### config.mk
export PLATFORM = sky130hd
export DESIGN_NAME = el2_exu_ffop_ctl_flat
export DESIGN_NICKNAME = d
export VERILOG_FILES = /design/src/rtl/el2_exu_ffop_ctl_if.sv /design/src/rtl/el2_exu_ffop_ctl.sv /design/src/flat_wrapper.sv
export SDC_FILE = /design/constraint.sdc
export NUM_CORES = 2
export LEC_CHECK = 0
export ABC_CLOCK_PERIOD_IN_PS = 2600
export BUFFER_PORTS_ARGS = -buffer_cell sky130_fd_sc_hd__buf_2
export CORE_AREA = 2 2 526 528
export DETAILED_ROUTE_END_ITERATION = 6
export DIE_AREA = 0 0 528 530
export GPL_TIMING_DRIVEN = 0
export HOLD_SLACK_MARGIN = 0.15
export PLACE_DENSITY = 0.37
export SLEW_MARGIN = 20
export SYNTH_ARGS = -nofsm -noshare
export SYNTH_HDL_FRONTEND = slang
export SYNTH_SLANG_ARGS = --single-unit
export TNS_END_PERCENT = 10
### constraint.sdc
create_clock -name clk -period 2.6 [get_ports clk]
set_input_delay 0.39 -clock clk [delete_from_list [all_inputs] [get_ports clk]]
set_output_delay 0.39 -clock clk [all_outputs]
set_load 0.05 [all_outputs]
### src/rtl/el2_exu_ffop_ctl_if.sv
// el2_exu_ffop_ctl_if: command/response and engine handshake bundle for the finite-field op controller
interface el2_exu_ffop_ctl_if #(
  parameter int OPW = 409,
  parameter int MW  = 2
);
  logic           cmd_valid;
  logic           cmd_ready;
  logic [2:0]     cmd_op;
  logic [MW-1:0]  cmd_mode;
  logic [31:0]    rs1;
  logic [31:0]    rs2;
  logic           rsp_valid;
  logic [31:0]    rsp_data;
  logic           rsp_err;
  logic           eng_start;
  logic           eng_abort;
  logic [MW-1:0]  eng_mode;
  logic [OPW-1:0] eng_a;
  logic [OPW-1:0] eng_b;
  logic           eng_done;
  logic [OPW-1:0] eng_result;
  modport slave (
    input  cmd_valid, cmd_op, cmd_mode, rs1, rs2, eng_done, eng_result,
    output cmd_ready, rsp_valid, rsp_data, rsp_err, eng_start, eng_abort, eng_mode, eng_a, eng_b
  );
  modport master (
    output cmd_valid, cmd_op, cmd_mode, rs1, rs2, eng_done, eng_result,
    input  cmd_ready, rsp_valid, rsp_data, rsp_err, eng_start, eng_abort, eng_mode, eng_a, eng_b
  );
endinterface

### src/rtl/el2_exu_ffop_ctl.sv
// el2_exu_ffop_ctl: gathers wide operands from 64-bit beats, launches the field-multiply engine, returns the product 32 bits per read
module el2_exu_ffop_ctl #(
  parameter int OPW   = 409,
  parameter int NMODE = 4
) (
  input logic clk,
  input logic rst,
  el2_exu_ffop_ctl_if.slave bus
);
  localparam int NW = (OPW + 63) / 64;
  localparam int NR = (OPW + 31) / 32;
  localparam int CW = $clog2(NW + 1);
  localparam int RW = NR > 1 ? $clog2(NR) : 1;
  localparam logic [2:0] LDA_S = 3'd0, LDA = 3'd1, LDB_S = 3'd2, LDB = 3'd3;
  localparam logic [2:0] MUL = 3'd4, RD = 3'd5, ABORT = 3'd6;
  typedef enum logic {IDLE, RUN} state_t;
  state_t         state;
  logic [OPW-1:0] opa, opb, res_r;
  logic [CW-1:0]  cnt_a, cnt_b;
  logic           res_vld;
  logic           acc, mul_ok, rd_ok;
  logic [63:0]    beat;
  logic [32*NR-1:0] res_w;
  logic [31:0]    rd_word;
  // writes one beat into a zero-padded copy so bits at or above OPW fall away
  function automatic logic [OPW-1:0] put(input logic [OPW-1:0] cur, input logic [CW-1:0] idx, input logic [63:0] b);
    logic [64*NW-1:0] w;
    w = '0;
    w[OPW-1:0] = cur;
    w[64*idx +: 64] = b;
    return w[OPW-1:0];
  endfunction
  assign bus.cmd_ready = state == IDLE || bus.cmd_op == ABORT;
  assign acc           = bus.cmd_valid && bus.cmd_ready;
  assign beat          = {bus.rs2, bus.rs1};
  assign mul_ok        = 32'(cnt_a) == NW && 32'(cnt_b) == NW && 32'(bus.cmd_mode) < NMODE;
  assign rd_ok         = res_vld && bus.rs1 < 32'(NR);
  assign bus.eng_a     = opa;
  assign bus.eng_b     = opb;
  always_comb begin
    res_w = '0;
    res_w[OPW-1:0] = res_r;
    rd_word = res_w[32*bus.rs1[RW-1:0] +: 32];
  end
  always_ff @(posedge clk) begin
    if (rst) begin
      state         <= IDLE;
      opa           <= '0;
      opb           <= '0;
      res_r         <= '0;
      cnt_a         <= '0;
      cnt_b         <= '0;
      res_vld       <= 1'b0;
      bus.eng_mode  <= '0;
      bus.eng_start <= 1'b0;
      bus.eng_abort <= 1'b0;
      bus.rsp_valid <= 1'b0;
      bus.rsp_data  <= '0;
      bus.rsp_err   <= 1'b0;
    end else begin
      bus.eng_start <= 1'b0;
      bus.eng_abort <= 1'b0;
      bus.rsp_valid <= 1'b0;
      bus.rsp_data  <= '0;
      bus.rsp_err   <= 1'b0;
      if (acc) begin
        bus.rsp_valid <= 1'b1;
        case (bus.cmd_op)
          LDA_S: begin
            opa     <= put('0, '0, beat);
            cnt_a   <= CW'(1);
            res_vld <= 1'b0;
          end
          LDA: begin
            res_vld <= 1'b0;
            if (32'(cnt_a) < NW) begin
              opa   <= put(opa, cnt_a, beat);
              cnt_a <= cnt_a + 1'b1;
            end else bus.rsp_err <= 1'b1;
          end
          LDB_S: begin
            opb     <= put('0, '0, beat);
            cnt_b   <= CW'(1);
            res_vld <= 1'b0;
          end
          LDB: begin
            res_vld <= 1'b0;
            if (32'(cnt_b) < NW) begin
              opb   <= put(opb, cnt_b, beat);
              cnt_b <= cnt_b + 1'b1;
            end else bus.rsp_err <= 1'b1;
          end
          // a successful launch answers later, when the engine reports done
          MUL: begin
            if (mul_ok) begin
              bus.rsp_valid <= 1'b0;
              bus.eng_start <= 1'b1;
              bus.eng_mode  <= bus.cmd_mode;
              res_vld       <= 1'b0;
              state         <= RUN;
            end else bus.rsp_err <= 1'b1;
          end
          RD: begin
            if (rd_ok) bus.rsp_data <= rd_word;
            else bus.rsp_err <= 1'b1;
          end
          ABORT: begin
            if (state == RUN) begin
              bus.eng_abort <= 1'b1;
              state         <= IDLE;
            end
          end
          default: bus.rsp_err <= 1'b1;
        endcase
      end else if (state == RUN && bus.eng_done) begin
        res_r         <= bus.eng_result;
        res_vld       <= 1'b1;
        bus.rsp_valid <= 1'b1;
        bus.rsp_data  <= bus.eng_result[31:0];
        state         <= IDLE;
      end
    end
  end
endmodule

### src/flat_wrapper.sv
// flat-port wrapper written by rule: the top's interface ports become plain ports
module el2_exu_ffop_ctl_flat 
#(
  parameter int OPW   = 409,
  parameter int NMODE = 4
)
  (clk, rst, bus_cmd_valid, bus_cmd_op, bus_cmd_mode, bus_rs1, bus_rs2, bus_eng_done, bus_eng_result, bus_cmd_ready, bus_rsp_valid, bus_rsp_data, bus_rsp_err, bus_eng_start, bus_eng_abort, bus_eng_mode, bus_eng_a, bus_eng_b);
  el2_exu_ffop_ctl_if #(.OPW(OPW), .MW(2)) bus_i ();
  input logic clk;
  input logic rst;
  input wire logic [$bits(bus_i.cmd_valid)-1:0] bus_cmd_valid;
  input wire logic [$bits(bus_i.cmd_op)-1:0] bus_cmd_op;
  input wire logic [$bits(bus_i.cmd_mode)-1:0] bus_cmd_mode;
  input wire logic [$bits(bus_i.rs1)-1:0] bus_rs1;
  input wire logic [$bits(bus_i.rs2)-1:0] bus_rs2;
  input wire logic [$bits(bus_i.eng_done)-1:0] bus_eng_done;
  input wire logic [$bits(bus_i.eng_result)-1:0] bus_eng_result;
  output wire logic [$bits(bus_i.cmd_ready)-1:0] bus_cmd_ready;
  output wire logic [$bits(bus_i.rsp_valid)-1:0] bus_rsp_valid;
  output wire logic [$bits(bus_i.rsp_data)-1:0] bus_rsp_data;
  output wire logic [$bits(bus_i.rsp_err)-1:0] bus_rsp_err;
  output wire logic [$bits(bus_i.eng_start)-1:0] bus_eng_start;
  output wire logic [$bits(bus_i.eng_abort)-1:0] bus_eng_abort;
  output wire logic [$bits(bus_i.eng_mode)-1:0] bus_eng_mode;
  output wire logic [$bits(bus_i.eng_a)-1:0] bus_eng_a;
  output wire logic [$bits(bus_i.eng_b)-1:0] bus_eng_b;
  assign bus_i.cmd_valid = bus_cmd_valid;
  assign bus_i.cmd_op = bus_cmd_op;
  assign bus_i.cmd_mode = bus_cmd_mode;
  assign bus_i.rs1 = bus_rs1;
  assign bus_i.rs2 = bus_rs2;
  assign bus_i.eng_done = bus_eng_done;
  assign bus_i.eng_result = bus_eng_result;
  assign bus_cmd_ready = bus_i.cmd_ready;
  assign bus_rsp_valid = bus_i.rsp_valid;
  assign bus_rsp_data = bus_i.rsp_data;
  assign bus_rsp_err = bus_i.rsp_err;
  assign bus_eng_start = bus_i.eng_start;
  assign bus_eng_abort = bus_i.eng_abort;
  assign bus_eng_mode = bus_i.eng_mode;
  assign bus_eng_a = bus_i.eng_a;
  assign bus_eng_b = bus_i.eng_b;
  el2_exu_ffop_ctl #(.OPW(OPW), .NMODE(NMODE)) u_core (.clk(clk), .rst(rst), .bus(bus_i));
endmodule
# Word level (Yosys, flattened, before mapping)

Index checks and enable logic that the tools add are counted.

Flip-flop bits (word level): 1273
Bits of input ports: 482
Output and inout port bits: 857
Word-level logic and storage cells: 94

Add/subtract/negate cells: 4
Order comparisons: 3
Equal/unequal tests: 13
Shifts and indexed selects: 5
Multiplexer cells: 32
Bitwise operators: 4
Reductions and logical operators: 20

Operators by type and width:

| cell                        | count |
|---|---|
| $pmux W409 S2               | 2 |
| $bwmux W448                 | 2 |
| $shift A64 B34 Y448 const A | 2 |
| $shiftx A64 B34 Y448        | 2 |
| $mux W409                   | 2 |
| $shiftx A416 B10 Y32        | 1 |
| $mux W32                    | 4 |
| $neg A9 Y34                 | 2 |
| $lt A32 B4 Y1 const B       | 1 |
| $eq A3 B3 Y1 const B        | 5 |
| $mux W1                     | 15 |
| $reduce_and A3 Y1           | 5 |
| $pmux W3 S2                 | 2 |
| $ne A3 B3 Y1 const B        | 3 |
| $reduce_or A3 Y1            | 3 |
| $add A3 B1 Y3 const B       | 2 |
| $eq A3 B2 Y1 const B        | 2 |
| $lt A3 B3 Y1 const B        | 2 |
| $mux W3                     | 2 |
| $reduce_bool A2 Y1          | 3 |
| $pmux W1 S5                 | 1 |
| $logic_and A1 B1 Y1         | 4 |
| $ne A2 B1 Y1 const B        | 2 |
| $not A1 Y1                  | 4 |
| 7 further kinds             | 8 |

# Longest topological paths before layout

Depth in word-level cells: 5
Depth in mapped cells: 12

# Least setup slack after synthesis

OpenSTA, ideal clock, no wires.

Path kind: register -> register
Start: reg u_core.cnt_b[0]
End: reg u_core.opb[182], in the netlist u_core.bus.eng_b[182]
Setup time: 70 ps
Data arrival time: 2762 ps
Required time: 2530 ps
Slack: -232 ps
Stages on the path, launching flop included: 13
Path through: dfxtp_1 > buf_2 > inv_1 > ha_1 > ha_1 > clkbuf_1 > o311a_1 > and4_1 > clkbuf_1 > clkbuf_1 > buf_2 > nand3_1 > a21oi_1

Longest elaborated chain between the ends: 5
Elaborated cells on any way between the ends: 9

RTL lines:

| item                                                        | RTL line               | text |
|---|---|---|
| start, declared                                             | el2_exu_ffop_ctl.sv:19 | `logic [CW-1:0] cnt_a, cnt_b;` |
| start signal, assigned                                      | el2_exu_ffop_ctl.sv:90 | `cnt_b <= cnt_b + 1'b1;` |
| $neg A9 Y34                                                 | el2_exu_ffop_ctl.sv:30 | `w[64*idx +: 64] = b;` |
| $shiftx A64 B34 Y448 or $shift A64 B34 Y448 (tied branches) | el2_exu_ffop_ctl.sv:30 |  |
| $bwmux W448                                                 | el2_exu_ffop_ctl.sv:30 |  |
| $mux W409                                                   | el2_exu_ffop_ctl.sv:88 | `if (32'(cnt_b) < NW) begin` |
| $pmux W409 S2                                               | el2_exu_ffop_ctl.sv:68 | `case (bus.cmd_op)` |
| end signal, assigned                                        | el2_exu_ffop_ctl.sv:82 | `opb <= put('0, '0, beat);` |
| end signal, assigned                                        | el2_exu_ffop_ctl.sv:89 | `opb <= put(opb, cnt_b, beat);` |
| end, declared                                               | el2_exu_ffop_ctl.sv:18 | `logic [OPW-1:0] opa, opb, res_r;` |

Parallel ways exist; a longest one is shown, timed or not. The select of a mux whose other input is x is not followed.
A chain may end at the register's enable or synchronous reset.

# Worst setup path in the final report

Start: reg u_core.cnt_b[1]
End: reg u_core.opb[30], in the netlist u_core.bus.eng_b[30]

The elaborated chain is that of the path after synthesis.

==> results.yml <==
clock_tree:
  htree_levels: 4
  cts_tree: "done"
  cts_root_buf: "clkbuf_16"
  clk_pin_slew_worst_paths_ps: 60
  cts_buffer_depth: 4
  cts_buffers: 164
  clk_latency_ps: 820
  cts_sinks: 1273
detailed_routing:
  drc: 0
  wire_per_inst_um: 30.9
  drtIter0Drc: 4036
  antenna_left: 0
  viasPerCell: 4.65
  vias: 51328
  firstDrtPassIters: 6
  drt_wl_total_um: 340000
synthesis:
  syn_avg_cell_area_um2: 9.14
  syn-num-nets: 5711
  async_reset_ff_share_pct: 0
  synthCells: 5215
  ys.flop_type: "dfxtp_1"
  synth_cell_types: 70
  ys.warnings.count: 0
  synth_seq_cells: 1273
  synth-seq-area-share_pct: 53.5
  synth_edf_count: 0
  syn_area_um2: 47700
power:
  leakagePower_nw: 28.0
  vdd_drop_max_v: 0.000498
  fin_total_pwr_mw: 46.9
  powerDensity_nw_per_um2: 653
worst_setup_path:
  end_kind: "register"
  rrSetupSlack_ps: -100
  crit_fanout: 9
  required_ps: 3260
  critPathArrivalTime_ps: 3360
  r2r_start: "u_core.cnt_b[1]"
  reg2reg_depth: 9
  reg2reg_to: "u_core.bus.eng_b[30]"
  cp-start-kind: "register"
  critPathKind: "register to register"
cells_and_area:
  drive_gt1_share_pct: 29.3
  nets: 7790
  areaGrowthSynthToFinish_pct: 50.6
global_route:
  grt_pass1_wl_um: 444000
  grt_antenna_before_repair: 43
  grt_overflow: 0
  grt_start_max_net_pins: 13
  gr-usage-all-layers_pct: 23.1
  grt_pass1_vias: 49438
timing:
  period_minus_slack_ps: 2700
  fin_tns_setup_ps: -3260
  hold_violations: 0
  period_share_pct: 104
  finalSetupViolations: 109
  clock.fmax_ghz: 0.370
  slew_violations: 0
  rsz0062_at_grt: "yes"
  relSlewSlack_pct: 21.1
  tightest_slew_ps: 1180
  finClkSkew_ps: 71.0
  timing.final.ws_setup_ps: -100
placed_design:
  dp_hpwl_um: 272000
  place.gp.congestion: 0.959
  port_buffers: 1332
die:
  dieArea_um2: 280000
  ios: 1339
  die_x_um: 528
  rows: 193
  core_um2: 275000
  dieHeight_um: 530
  start_util_pct: 17.3
run_status:
  failed_checks: "setup timing"
  outcome: "finished with violations"
min_path:
  holdCritStartpoint: "bus_rs1[31]"
  hp-class: "input port to register"
  hold_path_end: "u_core.bus.eng_b[159]"
  min_path_cells: 3
job:
  cap_violations: 0
worst max-delay path by stage:
| stage | from | end | slack (ps) |
|---|---|---|---|
| detailed placement | bus_rs1[31] | u_core.bus.rsp_data[2] | -2200 |
| global placement | u_core.cnt_a[0] | u_core.bus.eng_a[127] | -2720 |
| global route | u_core.cnt_b[1] | u_core.bus.eng_b[57] | -140 |
| CTS | u_core.cnt_b[0] | u_core.bus.eng_b[286] | -110 |
| floorplan | u_core.cnt_a[0] | u_core.bus.eng_a[162] | -50 |
| finish | u_core.cnt_b[1] | u_core.bus.eng_b[30] | -100 |
cell usage after synthesis, types with 3 or more instances:
master	n	share of area [%]
clkbuf_1	422	3.3
o211ai_1	4	0.063
and3_1	26	0.34
o21ai_0	263	2.8
buf_1	25	0.20
a21oi_1	822	8.6
o21ai_1	16	0.17
a22oi_1	9	0.14
nand4_1	132	1.7
o31ai_1	22	0.35
nand2_1	1050	8.3
buf_6	6	0.14
a32oi_1	26	0.48
dfxtp_1	1273	53
o211a_1	3	0.063
nor3_2	3	0.063
or3_1	3	0.039
ha_1	14	0.37
nor4_4	3	0.13
nor2b_1	12	0.16
nor2_1	42	0.33
o311a_1	3	0.063
nand3_1	285	3.0
a32o_1	168	3.5
buf_2	116	1.2
nand2b_1	33	0.43
nor3_1	10	0.11
a221oi_1	19	0.35
inv_1	13	0.10
a211oi_1	3	0.047
a22o_1	158	2.9
nor4_1	6	0.079
nor3b_1	3	0.047
mux4_2	95	4.5
o2bb2ai_1	74	1.4
nand4b_1	3	0.055
a21oi_2	4	0.073
where the power goes:
| group | switching, mW | total (mW) | internal (mW) |
|---|---|---|---|
| clock network | 9.44 | 23.0 | 13.6 |
| logic | 2.89 | 4.28 | 1.40 |
| registers | 0.0411 | 19.6 | 19.6 |
layout by cell type, fill, tap and decap left out, types with 8 or more instances in the layout:
| master | instances |
|---|---|
| o2bb2ai_1 | 74 |
| nand2_1 | 1047 |
| nor2b_1 | 12 |
| bufinv_16 | 10 |
| a32oi_1 | 26 |
| diode_2 | 14 |
| o31ai_1 | 15 |
| a21oi_1 | 806 |
| a21oi_2 | 14 |
| a221oi_1 | 18 |
| nand2b_1 | 31 |
| buf_16 | 13 |
| clkbuf_1 | 309 |
| o31ai_4 | 8 |
| buf_6 | 36 |
| nor3_1 | 8 |
| buf_4 | 75 |
| o21ai_0 | 232 |
| a22oi_1 | 9 |
| clkbuf_4 | 28 |
| nand4_1 | 132 |
| clkinv_2 | 20 |
| nor2_1 | 39 |
| mux4_2 | 95 |
| o21ai_1 | 42 |
| ha_1 | 10 |
| a32o_1 | 168 |
| buf_2 | 1427 |
| buf_12 | 20 |
| a22o_1 | 158 |
| dlygate4sd3_1 | 477 |
| buf_1 | 11 |
| clkbuf_2 | 89 |
| buf_8 | 15 |
| and3_1 | 26 |
| clkbuf_8 | 50 |
| inv_1 | 10 |
| nand3_1 | 276 |
| dfxtp_1 | 1267 |
| clkbuf_16 | 173 |
worst max-delay path, cell delays in order, from the launching register on:
cell       delay (ps)
dfxtp_4           380
buf_8             120
inv_4              40
ha_4              150
ha_4              240
or4b_4            530
o31a_4            530
clkbuf_16         230
o21ai_0           220
a21oi_2            80
metal layers:
metal  GRT usage [%]  part of all wire [%]  up-vias
met3            4.40                   6.4      477
li1                -                     -    22924
met5               0                 0.026        -
met2            41.8                    50     2178
met4            8.22                   4.1       16
met1            26.9                    39    25733
per-stage QoR:
| stage | cells | hold WS [ps] | worst slack [ps] | area [um^2] | util [%] |
|---|---|---|---|---|---|
| 3_3_place_gp | 10154 | 437 | -2720 | 58900 | 21.4 |
| 4_1_cts | 10995 | -32.5 | -114 | 71200 | 25.9 |
| 3_5_place_dp | 10204 | 442 | -2200 | 59800 | 21.8 |
| 2_1_floorplan | 5215 | 433 | -50.7 | 47700 | - |
| 6_report | 11032 | 233 | -100 | 71800 | 26.1 |
| 5_1_grt | 11023 | 207 | -138 | 71700 | 26.1 |
cell type report:
type / count / area [um^2]
inverter: 15 / 65.1
buffer: 563 / 3090
clock inverter: 42 / 514
clock buffer: 241 / 4730
antenna: 14 / 35.0
multi-input combinational: 3357 / 20400
fill: 29931 / 203000
sequential: 1273 / 25500
tap: 3607 / 4510
timing repair buffer: 1920 / 12900
cells by family after synthesis:
kind of cell,count (synthesis),synth area share [%]
multiplexers,97,4.53
adder cells (fa/ha/maj),14,0.367
buffers and inverters,585,5.01
AO/OA/AOI/OAI,1610,21.3
AND/OR/NAND/NOR,1636,15.3
flip-flops,1273,53.5
registers in the layout, summed over array words and instances (netlist names):
register	cells
u_core.bus.rsp_err	1
u_core.bus.eng_b	409
u_core.bus.rsp_valid	1
u_core.state	1
u_core.bus.eng_abort	1
u_core.bus.eng_mode	2
u_core.res_r	409
u_core.bus.rsp_data	32
u_core.cnt_b	3
u_core.bus.eng_start	1
u_core.bus.eng_a	409
u_core.res_vld	1
u_core.cnt_a	3
what timing repair did:
| item | 4_1_cts | 5_1_grt |
|---|---|---|
| hold endpoints to repair | 606 | 2 |
| buffers inserted | 39 | 18 |
| pin swaps | 31 | 22 |
| cloned | 1 | 5 |
| endpoints found under the setup margin | 1257 | 838 |
| hold buffers | 476 | 1 |
| resized for setup | 328 | 131 |
(Power assumes the default switching activity.)
